**config.mk**
```make
export PLATFORM = sky130hd
export DESIGN_NAME = ball_engine
export DESIGN_NICKNAME = d
export VERILOG_FILES = /design/src/rtl/ball_engine.sv
export SDC_FILE = /design/constraint.sdc
export NUM_CORES = 1
export LEC_CHECK = 0
export CORE_AREA = 10 10 147 135
export DETAILED_ROUTE_END_ITERATION = 8
export DIE_AREA = 0 0 157 145
export DONT_BUFFER_PORTS = 1
export PLACE_DENSITY_LB_ADDON = 0.1
export SYNTH_ARGS = -nofsm -noshare
export SYNTH_HDL_FRONTEND = slang
export SYNTH_SLANG_ARGS = --single-unit
```
**constraint.sdc**
```tcl
create_clock -name clk -period 6.5 [get_ports clk]
set_clock_uncertainty 0.1 [all_clocks]
set_input_delay 0.65 -clock clk [delete_from_list [all_inputs] [get_ports clk]]
set_output_delay 0.65 -clock clk [all_outputs]
set_load 0.1 [all_outputs]
```
**src/rtl/ball_engine.sv**
```systemverilog
// rtl/ball_engine.sv - ball physics step engine: wall/paddle collision, score, lose latch
module ball_engine #(
    parameter int CW        = 11,
    parameter int VW        = 4,
    parameter int X_MIN     = 10,
    parameter int X_MAX     = 629,
    parameter int Y_MIN     = 20,
    parameter int PADDLE_Y  = 459,
    parameter int START_X   = 20,
    parameter int START_Y   = 20,
    parameter int ZONES     = 7,
    parameter int ZONE_W    = 12,
    parameter int MAX_SPEED = 4,
    parameter int SCORE_W   = 8
) (
    input  logic                clk,
    input  logic                reset,
    input  logic                tick,
    input  logic                serve,
    input  logic [CW-1:0]       paddle_left,
    output logic [CW-1:0]       ball_x,
    output logic [CW-1:0]       ball_y,
    output logic signed [VW-1:0] dx,
    output logic signed [VW-1:0] dy,
    output logic                busy,
    output logic                bounce,
    output logic [SCORE_W-1:0]  score,
    output logic                lose
);

    typedef enum logic [1:0] {IDLE, ADD, RESOLVE, LOST} state_t;

    localparam logic signed [CW:0] XMIN_S = (CW+1)'(X_MIN);
    localparam logic signed [CW:0] XMAX_S = (CW+1)'(X_MAX);
    localparam logic signed [CW:0] YMIN_S = (CW+1)'(Y_MIN);
    localparam logic signed [CW:0] PY_S   = (CW+1)'(PADDLE_Y);
    localparam logic signed [CW:0] SPAN_S = (CW+1)'(ZONES * ZONE_W);
    localparam logic signed [CW:0] HALF_S = (CW+1)'(ZONES / 2);
    localparam logic signed [CW:0] MAXS_S = (CW+1)'(MAX_SPEED);
    localparam logic [CW-1:0]      ZW_U   = CW'(ZONE_W);
    localparam logic [CW-1:0]      HALF_U = CW'(ZONES / 2);
    localparam logic signed [VW-1:0] HALF_V = VW'(ZONES / 2);
    localparam logic signed [VW-1:0] MAX_V  = VW'(MAX_SPEED);
    localparam logic signed [VW-1:0] ONE_V  = VW'(1);

    state_t state, state_next;
    logic signed [CW:0] cand_x, cand_y;
    logic               tick_q;

    logic signed [VW-1:0] abs_dx, abs_dy, ndx, ndy, zdx;
    logic [CW-1:0]        nx, ny, zone;
    logic signed [CW:0]   off, zrel;
    logic                 wall_hit, at_paddle, paddle_hit, miss;

    always_comb begin
        abs_dx   = dx[VW-1] ? -dx : dx;
        abs_dy   = dy[VW-1] ? -dy : dy;
        nx       = cand_x[CW-1:0];
        ny       = cand_y[CW-1:0];
        ndx      = dx;
        ndy      = dy;
        wall_hit = 1'b0;
        at_paddle = 1'b0;

        if (cand_x <= XMIN_S) begin
            nx       = CW'(X_MIN);
            ndx      = abs_dx;
            wall_hit = 1'b1;
        end else if (cand_x >= XMAX_S) begin
            nx       = CW'(X_MAX);
            ndx      = -abs_dx;
            wall_hit = 1'b1;
        end

        if (cand_y <= YMIN_S) begin
            ny       = CW'(Y_MIN);
            ndy      = abs_dy;
            wall_hit = 1'b1;
        end else if (cand_y >= PY_S) begin
            ny        = CW'(PADDLE_Y);
            at_paddle = 1'b1;
        end

        // Paddle offset uses the already-clamped column so a corner hit still scores.
        off        = $signed({1'b0, nx}) - $signed({1'b0, paddle_left});
        paddle_hit = at_paddle && !off[CW] && (off < SPAN_S);
        miss       = at_paddle && !paddle_hit;
        zone       = off[CW-1:0] / ZW_U;
        zrel       = $signed({1'b0, zone}) - HALF_S;
        if (zrel > MAXS_S)
            zdx = MAX_V;
        else if (zrel < -MAXS_S)
            zdx = -MAX_V;
        else
            zdx = $signed(zone[VW-1:0]) - HALF_V;

        if (paddle_hit) begin
            ndy = -abs_dy;
            if (zone != HALF_U)
                ndx = zdx;
        end
    end

    always_comb begin
        state_next = state;
        busy       = 1'b0;
        case (state)
            IDLE:    if (tick && !tick_q) state_next = ADD;
            ADD: begin
                busy       = 1'b1;
                state_next = RESOLVE;
            end
            RESOLVE: begin
                busy       = 1'b1;
                state_next = miss ? LOST : IDLE;
            end
            LOST:    if (serve) state_next = IDLE;
            default: state_next = IDLE;
        endcase
    end

    // tick is a request pulse: a level held high only starts one step.
    always_ff @(posedge clk) begin
        if (reset) begin
            state  <= IDLE;
            tick_q <= tick;
            ball_x <= CW'(START_X);
            ball_y <= CW'(START_Y);
            dx     <= ONE_V;
            dy     <= ONE_V;
            score  <= '0;
            lose   <= 1'b0;
            bounce <= 1'b0;
            cand_x <= '0;
            cand_y <= '0;
        end else begin
            state  <= state_next;
            tick_q <= tick;
            bounce <= 1'b0;
            case (state)
                ADD: begin
                    cand_x <= $signed({1'b0, ball_x}) + $signed({{(CW+1-VW){dx[VW-1]}}, dx});
                    cand_y <= $signed({1'b0, ball_y}) + $signed({{(CW+1-VW){dy[VW-1]}}, dy});
                end
                RESOLVE: begin
                    ball_x <= nx;
                    ball_y <= ny;
                    if (!miss) begin
                        dx <= ndx;
                        dy <= ndy;
                    end
                    bounce <= (wall_hit || paddle_hit) && !miss;
                    if (paddle_hit && (score != '1))
                        score <= score + 1'b1;
                    if (miss)
                        lose <= 1'b1;
                end
                LOST: begin
                    if (serve) begin
                        ball_x <= CW'(START_X);
                        ball_y <= CW'(START_Y);
                        dx     <= ONE_V;
                        dy     <= ONE_V;
                        lose   <= 1'b0;
                    end
                end
                default: ;
            endcase
        end
    end

endmodule

```
### After elaboration in Yosys (flattened, before gate mapping)

Cells that the tools add are included.

| word-level totals | value |
|---|---|
| register bits | 67 |
| bits of input ports | 15 |
| output and inout port bits | 41 |
| logic and storage cells | 96 |

| cells by class | value |
|---|---|
| add/sub/neg operators | 10 |
| divide/modulo/power cells | 1 |
| $lt $le $gt $ge | 7 |
| eq/ne operators | 10 |
| muxes and demuxes | 35 |
| bitwise operators | 1 |
| reductions and logical operators | 21 |

Operators by type and width:

| kind | count |
|---|---|
| $mux 11 | 5 |
| $mux 4 | 13 |
| $pmux 11 s2 | 2 |
| $add 12x4->12 | 2 |
| $neg 4->4 | 4 |
| $pmux 4 s2 | 2 |
| $ge 12x10->1 const B | 1 |
| $ge 12x11->1 const B | 1 |
| $gt 12x4->1 const B | 1 |
| $le 12x5->1 const B | 1 |
| $le 12x6->1 const B | 1 |
| $lt 12x3->1 const B | 1 |
| $lt 12x8->1 const B | 1 |
| $sub 11x11->12 | 1 |
| $sub 11x2->12 const B | 1 |
| $div 11x4->11 const B | 1 |
| $ne 11x2->1 const B | 1 |
| $add 8x1->8 const B | 1 |
| $mux 1 | 8 |
| $ne 2x2->1 const B | 4 |
| $ne 8x8->1 const B | 1 |
| $pmux 2 s4 | 1 |
| $logic_and 1x1->1 | 6 |
| $mux 2 | 3 |
| 14 further kinds | 22 |

### Logic depth before layout (Yosys ltp)

Gate-level depths: netlist of the first run.

| depth | value |
|---|---|
| word-level depth | 13 |
| mapped depth | 27 |
| depth with buffers taken out | 26 |

### Worst setup path after synthesis of the first run

Ideal clock, no wire load.

| path | value |
|---|---|
| path kind | register to register |
| from | register cand_x[1] |
| to | register dx[0] |
| data arrival time | 5.211 ns |
| required time | 6.341 ns |
| setup slack | 1.130 ns |
| stages on the path, launching flop included | 26 |
| path buffers | 2 |
| cells stage by stage | dfxtp_1 a21o_1 nand2_1 a41oi_1 clkbuf_1 o21ai_0 ha_1 fa_1 nand2b_1 a2111oi_1 a211oi_2 nor2_1 mux2i_1 or4_1 o221ai_2 or2_1 buf_6 inv_1 a21oi_1 o21ai_0 ha_1 a211oi_2 xor2_1 a2bb2oi_1 o311ai_1 and2_1 |

| between the ends | value |
|---|---|
| word-level cells in the longest chain between the ends | 13 |

Ends and longest elaborated chain:

| element | RTL line | RTL |
|---|---|---|
| start, declared | 47 | `logic signed [CW:0] cand_x, cand_y;` |
| start signal, assigned | 142 | `cand_x <= $signed({1'b0, ball_x}) + $signed({{(CW+1-VW){dx[VW-1]}}, dx});` |
| $ge 12x11->1 | 69 | `end else if (cand_x >= XMAX_S) begin` |
| $mux 11 | 69 |  |
| $mux 11 | 65 | `if (cand_x <= XMIN_S) begin` |
| $sub 11x11->12 | 85 | `off = $signed({1'b0, nx}) - $signed({1'b0, paddle_left});` |
| $div 11x4->11 | 88 | `zone = off[CW-1:0] / ZW_U;` |
| $sub 11x2->12 | 89 | `zrel = $signed({1'b0, zone}) - HALF_S;` |
| $lt 12x3->1 | 92 | `else if (zrel < -MAXS_S)` |
| $mux 4 | 92 |  |
| $mux 4 | 90 | `if (zrel > MAXS_S)` |
| $mux 4 | 99 | `if (zone != HALF_U)` |
| $mux 4 | 97 | `if (paddle_hit) begin` |
| $mux 4 | 148 | `if (!miss) begin` |
| $pmux 4 s2 | 140 | `case (state)` |
| end signal, assigned | 149 | `dx <= ndx;` |
| end, declared | 23 | `output logic signed [VW-1:0] dx,` |

Parallel ways exist; a longest one is shown, timed or not. The select of a mux whose other input is x is not followed.
A chain may end at the register's enable or synchronous reset.

### Worst setup path after layout of the first run

| path | value |
|---|---|
| from | register cand_x[2] |
| to | register dx[0] |

Same word-level chain as after synthesis.

==> PnR_summary.wiki, run 1 <==
{| class="wikitable"
! Metric !! Value
|-
| CP endpoint kind || register
|-
| Number of cell rows || 45
|-
| Net count, final || 793
|-
| Post-route ant nets || 0
|-
| Core area || 16,720 um^2
|-
| Starting density of the core || 33.45%
|-
| VDD IR max || 0.1505 mV
|-
| Clock network power share || 31.1%
|-
| Switching power || 598.1 uW
|-
| Clock net sink count || 67
|-
| Count of hold buffers inserted by post-cts repair || 0
|-
| GRT Residual Overflow || 0
|-
| Min Clock Period, post-route || 5.950 ns
|-
| Post-Place Cell Area || 5838 um^2
|-
| CP arrival || 6.12 ns
|-
| Global-route wire length before repair || 26.63 mm
|-
| Portion of total power attributed to combinational logic || 37.7%
|-
| Distinct cell type count of the synthesized netlist || 80
|-
| Run status || completed
|-
| Post-cts resize count || 0
|-
| Series of cell instances along the critical path || o21a_1 > o2111ai_1 > nand2_1 > a21o_1 > o21ai_0 > ha_1 > fa_1 > nand2b_1 > a2111oi_1 > a211oi_2 > nor2_1 > mux2i_1 > or4_1 > o221ai_2 > or2_1 > inv_1 > a21oi_1 > o21ai_0 > ha_1 > a211oi_2 > xor2_1 > a2bb2oi_1 > o311ai_1 > and2_1
|-
| Class of the tightest hold or removal check || input port to register
|-
| Dominant register cell in the synthesized netlist || dfxtp_1
|-
| Final setup vio count || 0
|-
| Maximum number of pins on one net before global-route repair || 66
|-
| Final instance area || 6121 um^2
|-
| Sequential power share || 31.2%
|-
| Setup repair after global routing missed its margin || no
|-
| CTS Buf Count || 9
|-
| Pwr Density || 251.8 nW/um^2
|-
| DR pass1 iterations || 5
|-
| Post-detail-place hpwl || 12.34 mm
|-
| Fin. max-slew vios || 0
|-
| Number of nets in the synthesized netlist || 798
|-
| Floorplan die height || 145 um
|-
| Initial antenna violation count || 0
|-
| Cell leakage power || 0.002448 uW
|-
| Total of buffers placed on input and output ports || 0
|-
| Cell with the largest stage delay on the worst path || a2111oi_1
|-
| Worst Path Max Fanout || 9
|-
| Critical path data required time || 6.67 ns
|-
| Clock edge transition at the registers on the reported setup and hold paths || 0.05 ns
|-
| Combined flip-flop and latch cell area || 1341 um^2
|-
| CTS tree || built
|-
| Mapped Avg Cell Area || 7.601 um^2
|-
| Clock network latency to the later pin of the worst-skew pair || 0.33 ns
|-
| Setup Fix Bufs, Post-CTS || 0
|-
| Area of the die || 22,770 um^2
|-
| Width of the chip || 157 um
|-
| Area occupied by multi-input gates || 3933 um^2
|-
| WL per Instance || 17.38 um
|-
| Seq cells post-synth || 67
|-
| Slew @ Worst Pin || 1.121 ns
|-
| Clock root buffer || clkbuf_16
|-
| Number of flops mapped to enable cells by yosys || 0
|-
| Fraction of power spent switching nets || 38.80%
|-
| Worst slew margin || 25.19%
|-
| Largest buffer count on any clock path || 2
|-
| Crit share post-route || 91.54%
|-
| Fraction of the yosys area taken by sequential cells || 23.98%
|-
| Cell type contributing the most total cell area after synthesis || dfxtp_1
|-
| Critical path startpoint category || register
|-
| Post-route DRC violation count || 0
|-
| Fraction of final layout cells with drive strength greater than 1 || 8.174%
|-
| Count of endpoints failing hold in the final timing report || 0
|-
| Number of global-route vias before repair || 4,857
|-
| Crit path buffers/inverters || 1
|-
| Vias after detailed routing || 5,154
|-
| Via density per instance || 5.454
|-
| Internal power summed over all cells || 943.4 uW
|-
| Number of top-level design ports || 56
|-
| Maximum clock frequency || 168.1 MHz
|-
| Synth top area share || 23.98%
|-
| Antenna fix cells || 0
|-
| Number of cells produced by synthesis || 736
|-
| Number of design-rule violations left by the first detailed-router iteration || 336
|-
| Count of filler cells inserted in the layout || 1,754
|-
| Warning count from the yosys run || 0
|-
| Synthesized area || 5594 um^2
|-
| Clock H-tree levels || 3
|-
| GRT Total Usage || 14.27%
|-
| Gate family responsible for the most delay along the worst path || compound AO/OA/AOI/OAI gates
|-
| Synth-to-layout area growth || 9.416%
|-
| Routability congestion estimate from global placement || 0.8379
|-
| Final setup TNS || 0 ns
|-
| Leading post-synthesis cells by cell area || dfxtp_1 24%, ha_1 9.8%, a21oi_1 6.5%
|-
| Critical path's largest stage delay || 0.62 ns
|-
| CP Class || register to register
|-
| Max-cap check violation count || 0
|-
| Wire length reported by the detailed router || 16.43 mm
|-
| Share of flip-flops with an asynchronous set or reset after synthesis || 0%
|-
| Final-layout worst hold slack || 0.2440 ns
|}
[registers in the layout, summed over array words and instances (netlist names)]
register	count
cand_x	12
cand_y	12
ball_x	11
ball_y	11
score	8
dx	4
dy	4
state	2
bounce	1
lose	1
tick_q	1
[power by group through the flow]
stage                     clock network, uW  logic [uW]  registers [uW]
after floorplan                           0         464             484
after global placement                    0         577             490
after detailed placement                  0         574             490
after CTS                               491         577             482
after global routing                    513         642             485
final                                   479         581             482
[worst register-to-register path: cells and delay by family, from the launching register on]
family,cells,cell delay (ns)
fa+ha+maj,3,0.97
xor+xnor,1,0.17
flops,1,0.37
mux,1,0.11
buf+inv,1,0.07
simple gates,6,1.57
compound gates,12,2.54
[path summary, 6_finish.rpt]
| check | from | to | slack [ns] | cells past startpoint |
|---|---|---|---|---|
| setup reg to reg | cand_x[2] | dx[0] | 0.55 | 24 |
| hold reg to reg | cand_y[9] | cand_y[9] | 0.40 | 2 |
| setup / recovery | cand_x[2] | dx[0] | 0.55 | 24 |
| hold / removal | tick | tick_q | 0.24 | 0 |
[per-stage QoR]
step	power [uW]	instances	util, %	worst slack [ns]
2_1_floorplan	948.2	736	-	1.130
3_3_place_gp	1067	931	34.91	0.7473
3_5_place_dp	1064	931	34.91	0.5857
4_1_cts	1550	945	36.60	0.5399
5_1_grt	1640	945	36.60	0.04180
6_report	1542	945	36.60	0.5498
[synthesized netlist by cell type (4+ instances only)]
cell type and instances:
a22oi_1 8, nand2b_1 13, nand4_1 9, a21o_1 10, nor3_1 17, nor4_1 4
a31oi_1 4, and2_1 5, mux2i_1 19, xnor2_1 25, nor2b_1 10, ha_1 44
nand2_1 61, inv_1 42, xor2_1 9, a211oi_1 9, or3_1 4, o21a_1 8
a21oi_1 73, buf_2 6, a311oi_1 4, and3_1 6, nor2_1 93, o21ai_0 39
clkbuf_1 21, nand3_1 16, o22ai_1 4, dfxtp_1 67, a211o_1 5, o21bai_1 14
[cell type report]
cell class	instances	share of cell area, %
Sequential cell	67	21.91
Timing Repair Buffer	19	2.330
Clock inverter	3	0.6541
Inverter	42	2.576
Clock buffer	11	3.966
Multi-Input combinational cell	592	64.25
Tap cell	211	4.313
[cell families after synthesis]
logic type      synth area share, %
simple gates                  21.99
compound gates                26.84
buf+inv                       5.726
flops                         23.98
fa+ha+maj                     10.91
xor+xnor                      6.486
mux                           4.003
other cells                 0.06703
[cell usage in the layout (no fill, tap or decap), drive strengths merged, types with 5 or more instances in the layout]
cell type   n
nor2b      10
and2        6
xor2       10
o21a        8
o21ai      43
nand2      62
nand2b     13
nor3       17
nand4       9
nor2       96
clkbuf     11
a22oi       8
ha         44
a211oi     12
dfxtp      67
a211o       5
nand3      16
xnor2      28
and3        6
o21bai     14
or2         6
inv        42
buf        19
a21oi      77
mux2i      19
a21o       10
[metal layers]
metal / wire, um / global-route usage (%)
met5: 0 / 0
met4: 127 / 2.547
met3: 916 / 3.895
met2: 7161 / 21.38
met1: 8221 / 20.00
Note: power is estimated with default switching activity, not from simulation.
==> run 2: changes to the inputs <==
--- a/config.mk
+++ b/config.mk
@@ -9,6 +9,7 @@
 export DETAILED_ROUTE_END_ITERATION = 8
 export DIE_AREA = 0 0 157 145
 export DONT_BUFFER_PORTS = 1
+export GPL_ROUTABILITY_DRIVEN = 0
 export PLACE_DENSITY_LB_ADDON = 0.1
 export SYNTH_ARGS = -nofsm -noshare
 export SYNTH_HDL_FRONTEND = slang
==> run 2 against run 1 <==
Global-route usage grew 0.17 points. Power shrank 1.9%. Sequential cell count is the same. Utilization is essentially flat. Maximum frequency grew 0.51%. Wire length grew 0.97%. Via count grew 1.5%. Sequential power is essentially flat. Setup slack gained 0.030 ns. Cell count is the same. Design area is essentially flat. Sequential share of layout area is essentially flat.
==> PnR_summary.wiki, run 2 (synthesis results as in run 1) <==
{| class="wikitable"
! Metric !! Value
|-
| Run status || completed
|-
| Count of hold buffers inserted by post-cts repair || 0
|-
| Final setup TNS || 0 ns
|-
| WL per Instance || 17.55 um
|-
| Wire length reported by the detailed router || 16.59 mm
|-
| Critical path's largest stage delay || 0.49 ns
|-
| Critical path data required time || 6.67 ns
|-
| Maximum clock frequency || 168.9 MHz
|-
| CTS tree || built
|-
| Vias after detailed routing || 5,233
|-
| Clock edge transition at the registers on the reported setup and hold paths || 0.05 ns
|-
| Synth-to-layout area growth || 9.372%
|-
| Worst Path Max Fanout || 15
|-
| CP arrival || 6.09 ns
|-
| Post-detail-place hpwl || 12.40 mm
|-
| GRT Residual Overflow || 0
|-
| Clock net sink count || 67
|-
| Starting density of the core || 33.45%
|-
| Maximum number of pins on one net before global-route repair || 66
|-
| Met1 Track Usage GR || 20.22%
|-
| CTS Buf Count || 9
|-
| Core area || 16,720 um^2
|-
| Cell with the largest stage delay on the worst path || o41ai_4
|-
| Total Power || 1512 uW
|-
| Pwr Density || 247.1 nW/um^2
|-
| Setup repair after global routing missed its margin || no
|-
| Class of the tightest hold or removal check || input port to register
|-
| Global-route wire length before repair || 27.04 mm
|-
| Critical path startpoint category || register
|-
| Commonest non-fill, non-tap cells in the layout || 93 x nor2_1, 73 x a21oi_1, 67 x dfxtp_1
|-
| Clock root buffer || clkbuf_16
|-
| VDD IR max || 0.1246 mV
|-
| Largest buffer count on any clock path || 2
|-
| Slew @ Worst Pin || 1.124 ns
|-
| Largest registers || cand_x x12, cand_y x12
|-
| Timing startpoint of the critical path || cand_x[0]
|-
| Total of buffers placed on input and output ports || 0
|-
| Critical register-to-register path endpoint || dx[0]
|-
| Met3 track utilization from global routing || 3.954%
|-
| Min-delay src || tick
|-
| Post-route ant nets || 0
|-
| Number of top-level design ports || 56
|-
| Fin. max-slew vios || 0
|-
| Min Clock Period, post-route || 5.920 ns
|-
| DR pass1 iterations || 5
|-
| CP endpoint kind || register
|-
| Crit share post-route || 91.08%
|-
| Width of the chip || 157 um
|-
| Gate family responsible for the most delay along the worst path || compound AO/OA/AOI/OAI gates
|-
| Number of global-route vias before repair || 4,994
|-
| Initial antenna violation count || 0
|-
| Fraction of final layout cells with drive strength greater than 1 || 8.174%
|-
| Series of cell instances along the critical path || o21a_1 > o2111ai_1 > nand2_1 > a21o_1 > o21ai_0 > ha_1 > fa_1 > nand2b_1 > a21oi_2 > o41ai_4 > xor2_4 > xnor2_1 > o211ai_1 > a32oi_1 > nand2_2 > nand4b_1 > o2111a_1 > ha_1 > a211oi_2 > xor2_1 > a2bb2oi_1 > o311ai_1 > and2_1
|-
| Area of the die || 22,770 um^2
|-
| Worst setup path endpoint || dx[0]
|-
| End-of-flow core utilization || 36.59%
|-
| Clock network latency to the later pin of the worst-skew pair || 0.33 ns
|-
| Layer carrying the most global-route usage || met2
|-
| Antenna fix cells || 0
|-
| Post-route DRC violation count || 0
|-
| GRT Total Usage || 14.43%
|-
| Number of design-rule violations left by the first detailed-router iteration || 416
|-
| Net count, final || 793
|-
| Crit path buffers/inverters || 0
|-
| Worst slew margin || 24.99%
|-
| Via density per instance || 5.538
|-
| Cell leakage power || 0.002439 uW
|-
| Launching point of the worst reg2reg path || cand_x[0]
|-
| Count of cell instances traversed by the critical path || 23
|-
| Number of cell rows || 45
|-
| Max-cap check violation count || 0
|-
| Cell depth of the worst flop-to-flop path || 23
|-
| Count of endpoints failing hold in the final timing report || 0
|-
| Cell occurring most often along the worst timing path || ha_1
|-
| Met2 Resource Use GR || 21.47%
|-
| Clock H-tree levels || 3
|-
| Final setup vio count || 0
|-
| Setup slack of the most critical reg-to-reg path || 0.58 ns
|-
| Floorplan die height || 145 um
|-
| Most common library cell in the layout ignoring fill and taps || nor2_1
|-
| CP Class || register to register
|}
-- run 2: cell count changes in the layout (fill, tap and decap cells not counted) --
cell,change
bufinv_16,-1
xor2_2,-1
clkbuf_8,+1
clkinv_2,-1
clkinvlp_4,+1
xor2_4,+1
-- run 2: through the flow --
| stage | setup slack (ns) | cells | area [um^2] | hold WS [ns] |
|---|---|---|---|---|
| 2_1_floorplan | 1.130 | 736 | 5594 | 0.3592 |
| 5_1_grt | 0.07447 | 945 | 6118 | 0.2214 |
| 6_report | 0.5798 | 945 | 6118 | 0.2382 |
| 3_3_place_gp | 0.7120 | 931 | 5838 | 0.3780 |
| 3_5_place_dp | 0.5587 | 931 | 5838 | 0.3865 |
| 4_1_cts | 0.4983 | 945 | 6107 | 0.2271 |
-- run 2: worst reg2reg max path, delay by kind of cell, from the launching register on --
kind | cells | cell delay (ns)
flops | 1 | 0.33
simple gates | 5 | 0.92
compound gates | 12 | 2.93
fa+ha+maj | 3 | 0.76
xor+xnor | 3 | 0.84
-- run 2: repair_timing --
item	CTS	global route
setup buffers	0	0
setup endpoints to repair	0	4
resized for setup	0	1
-- run 2: worst min path at each step --
stage                            end  slack, ns  depth (start not counted)
final                         tick_q       0.24                          0
after global routing          tick_q       0.22                          0
after CTS                     tick_q       0.23                          0
after detailed placement   cand_y[4]       0.39                          2
after global placement    cand_y[10]       0.38                          2
after floorplan            cand_y[9]       0.36                          2
-- run 2: layer usage --
metal | vias to the layer above | share of wire, %
li1 | 2625 | -
met5 | - | 0
met4 | 0 | 1.1
met3 | 14 | 5.8
met2 | 109 | 44
met1 | 2485 | 49
-- run 2: power breakdown --
part           switching (uW)  internal [uW]  total, uW
Combinational             372            210        582
Clock                     174            274        448
Sequential               49.8            432        482
-- run 2: cell type report --
type,instances,area [um^2]
clock inverters,2,12.51
multi-input cells,592,3944
fillers,1768,10600
repair buffers,19,142.6
flip-flops and latches,67,1341
well taps,211,264.0
clock buffers,12,256.5
inverters,42,157.7
==> run 3: changes to the inputs <==
--- a/config.mk
+++ b/config.mk
@@ -6,6 +6,7 @@
 export NUM_CORES = 1
 export LEC_CHECK = 0
 export CORE_AREA = 10 10 147 135
+export CTS_CLUSTER_DIAMETER = 200
 export DETAILED_ROUTE_END_ITERATION = 8
 export DIE_AREA = 0 0 157 145
 export DONT_BUFFER_PORTS = 1
==> results of run 3 <==
Final layout, timing and power as in run 2 (identical DEF).
==> edit 1 (settings of run 1) <==
`CW`: 11 -> 22.
--- a/src/rtl/ball_engine.sv
+++ b/src/rtl/ball_engine.sv
@@ -1,5 +1,5 @@
 // rtl/ball_engine.sv - ball physics step engine: wall/paddle collision, score, lose latch
 module ball_engine #(
-    parameter int CW        = 11,
+    parameter int CW        = 22,
     parameter int VW        = 4,
     parameter int X_MIN     = 10,
Interface: changed (resized ball_x, ball_y and paddle_left); port bits go from 56 to 89. No check against the original RTL was run, so the function may have changed too.
==> edit 1 against run 1 <==
  * Sequential cell count is 44 higher
  * Cell count is 97% higher
  * Synthesized area rose by 85%
  * Non-clock buffer count up 281
  * Highest routed layer unchanged
  * Critical endpoint unchanged
  * Final area increased by 120%
  * Total power grew to 3.2 times the old value
  * Sequential share of layout area is 5.6 points lower
  * The run now ends with negative setup slack left
  * Critical path type unchanged
  * Routed wire length increased by 110%
  * First-iteration DRC count increased to 3.0 times the old value
  * Maximum frequency fell by 33%
  * Worst setup slack got worse by 2.9 ns
==> edit 1: results <==
group,metric,value,unit
place,io_buffers,0,
cells_and_area,fillers,1155,
synthesis,synthFlopType,"dfxtp_1",
clock_tree,clk_latency,0.35,ns
clock_tree,path_clk_slew,0.07,ns
timing,setup_slack,-2.40,ns
place,place_congestion,0.994,
synthesis,ys_types,98,
global_route,track_usage,0.286,
worst_setup_path,cpPeakStageDelay,0.50,ns
detailed_routing,drt_first_pass_iters,5,
detailed_routing,routed_via_density,6.30,
cells_and_area,area_growth,31.9,%
synthesis,synth_area_leaders,"dfxtp_1, ha_1, a21oi_1, nor2_1, nand2_1",
clock_tree,cts_max_level,3,
synthesis,syn_inst,1399,
timing,finalSetupViolCount,4,
worst_setup_path,slowest_stage,"or4_4",
cells_and_area,nets,1755,
cells_and_area,final_cells,1864,
detailed_routing,wirelength,34800,um
detailed_routing,drtIter0Drc,1012,
pwr,power_leakage,0.00599,uW
place,hpwlAfterDp,25800,um
clock_tree,cts_buffer_depth,2,
place,placed_cell_area,12500,um^2
synthesis,ys_seq_area_frac,0.215,
min_path,min_path_type,"primary input to flip-flop",
synthesis,yosysWarnings,0,
cells_and_area,largest_registers,"cand_x: 23 flops, cand_y: 23 flops",
worst_setup_path,cp_max_fo,8,
global_route,grt_pass1_wl,54900,um
worst_setup_path,arrival,9.06,ns
global_route,grt_pass1_vias,11175,
timing,relSlewSlack,0.252,
synthesis,yosys-top-cells-count,"nor2_1, nand2_1, a21oi_1",
clock_tree,numCtsBuffers,9,
worst_setup_path,path_delay_family,"compound AO/OA/AOI/OAI gates",
clock_tree,root_buffer,"clkbuf_16",
global_route,grt_max_degree,79,
detailed_routing,ant_nets,0,
outcome,status,"finished with violations",
global_route,antenna_found_initial,0,
cells_and_area,n_antenna_cell,0,
place,pre_cts_ws,-2.51,ns
cells_and_area,drive_above_1_share,0.273,
pwr,peakVddDrop,0.276,mV
synthesis,synthArstFlopShare,0,
outcome,violations,"negative setup slack",
edit 1: cell count changes in the layout (fill, tap and decap cells not counted), moves of 18 or more:
| cell | run 1 | this run |
|---|---|---|
| nand3_1 | 16 | 34 |
| a21oi_1 | 73 | 104 |
| a31oi_1 | 4 | 24 |
| o21ai_0 | 39 | 74 |
| xnor2_1 | 25 | 44 |
| dfxtp_1 | 67 | 108 |
| nand2_1 | 61 | 147 |
| and3_1 | 6 | 34 |
| buf_4 | 19 | 285 |
| inv_1 | 42 | 79 |
| nor2_1 | 93 | 152 |
| ha_1 | 44 | 73 |
edit 1: where the power goes:
part / total (uW) / switching [uW] / internal [uW]
combinational: 3670 / 2000 / 1680
clock: 515 / 254 / 261
sequential: 758 / 46.6 / 712
edit 1: path summary, 6_finish.rpt:
path,start,end,slack (ns),depth (start not counted)
max,cand_x[1]$_SDFFE_PP0N_,dx[0]$_SDFFE_PP1P_,-2.40,40
min,tick,tick_q$_DFF_P_,0.22,0
max reg2reg,cand_x[1]$_SDFFE_PP0N_,dx[0]$_SDFFE_PP1P_,-2.40,40
min reg2reg,cand_y[22]$_SDFFE_PP0N_,cand_y[22]$_SDFFE_PP0N_,0.38,2
edit 1: final cells by class:
type | count | area share
Tap cell | 211 | 0.0194
Timing Repair Buffer | 300 | 0.171
Clock inverter | 4 | 0.00220
Multi-Input combinational cell | 1144 | 0.605
Sequential cell | 111 | 0.163
Inverter | 83 | 0.0228
Clock buffer | 11 | 0.0171
edit 1: per-layer routing:
metal,wire length (um),vias to the layer above,global-route usage
met4,735,0,0.0646
met2,15900,577,0.457
li1,-,5567,-
met1,14800,5512,0.380
met5,0,-,0
met3,3310,80,0.0679
edit 1: cell families (layout without fill, tap and decap cells):
group	count (synthesis)	in the layout	synth area share
muxes	34	34	0.0348
DFF	111	111	0.215
other	1	12	0.000363
AOI/OAI and AO/OA	431	431	0.283
xor gates and xnor gates	78	78	0.0739
adders and majority gates	80	80	0.0990
buffers and inverters	155	398	0.0610
and+or+nand+nor	509	509	0.233
edit 1: what timing repair did:
item                       4_1_cts  5_1_grt
hold buffers                     0        0
cloned                           0        0
hold endpoints to repair         0        0
buffers inserted                18       13
setup endpoints to repair        4        7
pin swaps                       43       26
resized for setup               48       60
edit 1: through the flow:
stage                     total power [uW]  setup TNS, ns
final                                 4950          -8.12
after detailed placement              3890          -8.75
after global routing                  5220          -9.79
after CTS                             4620          -8.03
after global placement                3850          -8.07
after floorplan                       2700          -5.95
==> edit 2 (config.mk and constraints of run 1) <==
Without the edit above. The 4 states of `state_t` get a one-hot encoding in 4 bits.
--- a/src/rtl/ball_engine.sv
+++ b/src/rtl/ball_engine.sv
@@ -29,5 +29,5 @@
 );
 
-    typedef enum logic [1:0] {IDLE, ADD, RESOLVE, LOST} state_t;
+    typedef enum logic [3:0] {IDLE = 4'b0001, ADD = 4'b0010, RESOLVE = 4'b0100, LOST = 4'b1000} state_t;
 
     localparam logic signed [CW:0] XMIN_S = (CW+1)'(X_MIN);
Formal check against the unedited RTL: same outputs for any inputs over 10 cycles, from zero or initial values and one cycle with reset high; not proved beyond that.
==> edit 2 against run 1 <==
  * Sequential share of layout area down 0.28 points
  * Sequential cell count rose by 2
  * Die area unchanged
  * Routed wire length rose by 5.6%
  * Final area up 4.3%
  * Synthesized area down 1.0%
  * Worst setup slack worse by 0.22 ns
  * Via count grew 1.5%
  * Count of clock-buffer cells in the layout is the same
Power is not compared: it rests on default switching activity, and its combinational part moved more than twofold at a synthesized area within 25%.
==> edit 2: results <==
group,metric,value,unit
detailed_routing,met1_length,8840,um
detailed_routing,dr.max_layer_used,"met4",
clock_tree,cts_max_level,3,
synthesis,synth_area_leaders,"dfxtp_1, ha_1, a21oi_1, nand2_1, nor2_1",
cells_and_area,signal_buffers,40,
detailed_routing,wl_met2,7310,um
cells_and_area,multi_input_cells,588,
detailed_routing,routed_via_density,5.47,
synthesis,ys_seq_area_frac,0.249,
clock_tree,cts_resized,1,
cells_and_area,clock_area_frac,0.0511,
worst_setup_path,slowest_stage,"or4_4",
clock_tree,cts.sinks,69,
cells_and_area,fillers,1707,
clock_tree,numCtsBuffers,9,
synthesis,synthFlopType,"dfxtp_1",
detailed_routing,drtIter0Drc,366,
global_route,grt_max_degree,73,
cells_and_area,seq_share,0.216,
place,pre_cts_ws,0.0116,ns
worst_setup_path,path_delay_family,"simple AND/OR/NAND/NOR gates",
cells_and_area,largest_registers,"cand_x: 12 flops, cand_y: 12 flops",
global_route,track_usage,0.149,
detailed_routing,drt_first_pass_iters,5,
place,placedCellCount,934,
worst_setup_path,arrival,6.31,ns
cells_and_area,nets,799,
cells_and_area,inv_count,33,
worst_setup_path,cp_max_fo,10,
detailed_routing,via_count,5232,
place,place_congestion,0.812,
detailed_routing,wirelength,17400,um
place,hpwlAfterDp,13100,um
cells_and_area,area_growth,15.3,%
global_route,met3_usage,0.0366,
outcome,status,"completed",
cells_and_area,clockBufferCount,11,
cells_and_area,final_design_area_no_fill,6390,um^2
global_route,grt_pass1_wl,28000,um
place,placed_cell_area,5890,um^2
global_route,grt_pass1_vias,4968,
synthesis,synth_nets,785,
min_path,min_path_type,"primary input to flip-flop",
global_route,met2_usage,0.213,
pwr,combinationalPowerShare,0.205,
global_route,grt_util_met1,0.224,
pwr,power_leakage,0.00251,uW
cells_and_area,multi_input_area_share,0.624,
synthesis,ys_types,76,
cells_and_area,drive_above_1_share,0.119,
synthesis,avgSynthCellArea,7.62,um^2
detailed_routing,wl_met3,1130,um
timing,worstMarginPinSlew,1.15,ns
synthesis,yosys-top-cells-count,"nand2_1, nor2_1, dfxtp_1",
cells_and_area,final-nonclk-buf-share,0.0476,
==> edit 2: path summary, 6_finish.rpt <==
path	from	endpoint	slack, ns	cells past startpoint
max	cand_x[0]$_SDFFE_PP0P_	dx[0]$_SDFFE_PP1P_	0.32	27
max reg2reg	cand_x[0]$_SDFFE_PP0P_	dx[0]$_SDFFE_PP1P_	0.32	27
min	tick	tick_q$_DFF_P_	0.25	0
min reg2reg	cand_y[9]$_SDFFE_PP0P_	cand_y[9]$_SDFFE_PP0P_	0.35	2
==> edit 2: cells by family (layout without fill, tap and decap cells) <==
kind of cell               count (synthesis)  in the layout  share of synthesized area
other                                      1              1                   0.000677
AOI/OAI and AO/OA                        219            219                      0.263
muxes                                     12             12                     0.0228
and+or+nand+nor                          279            279                      0.250
buffers and inverters                     70             89                     0.0524
DFF                                       69             69                      0.249
adders and majority gates                 44             44                      0.103
xor gates and xnor gates                  33             33                     0.0583
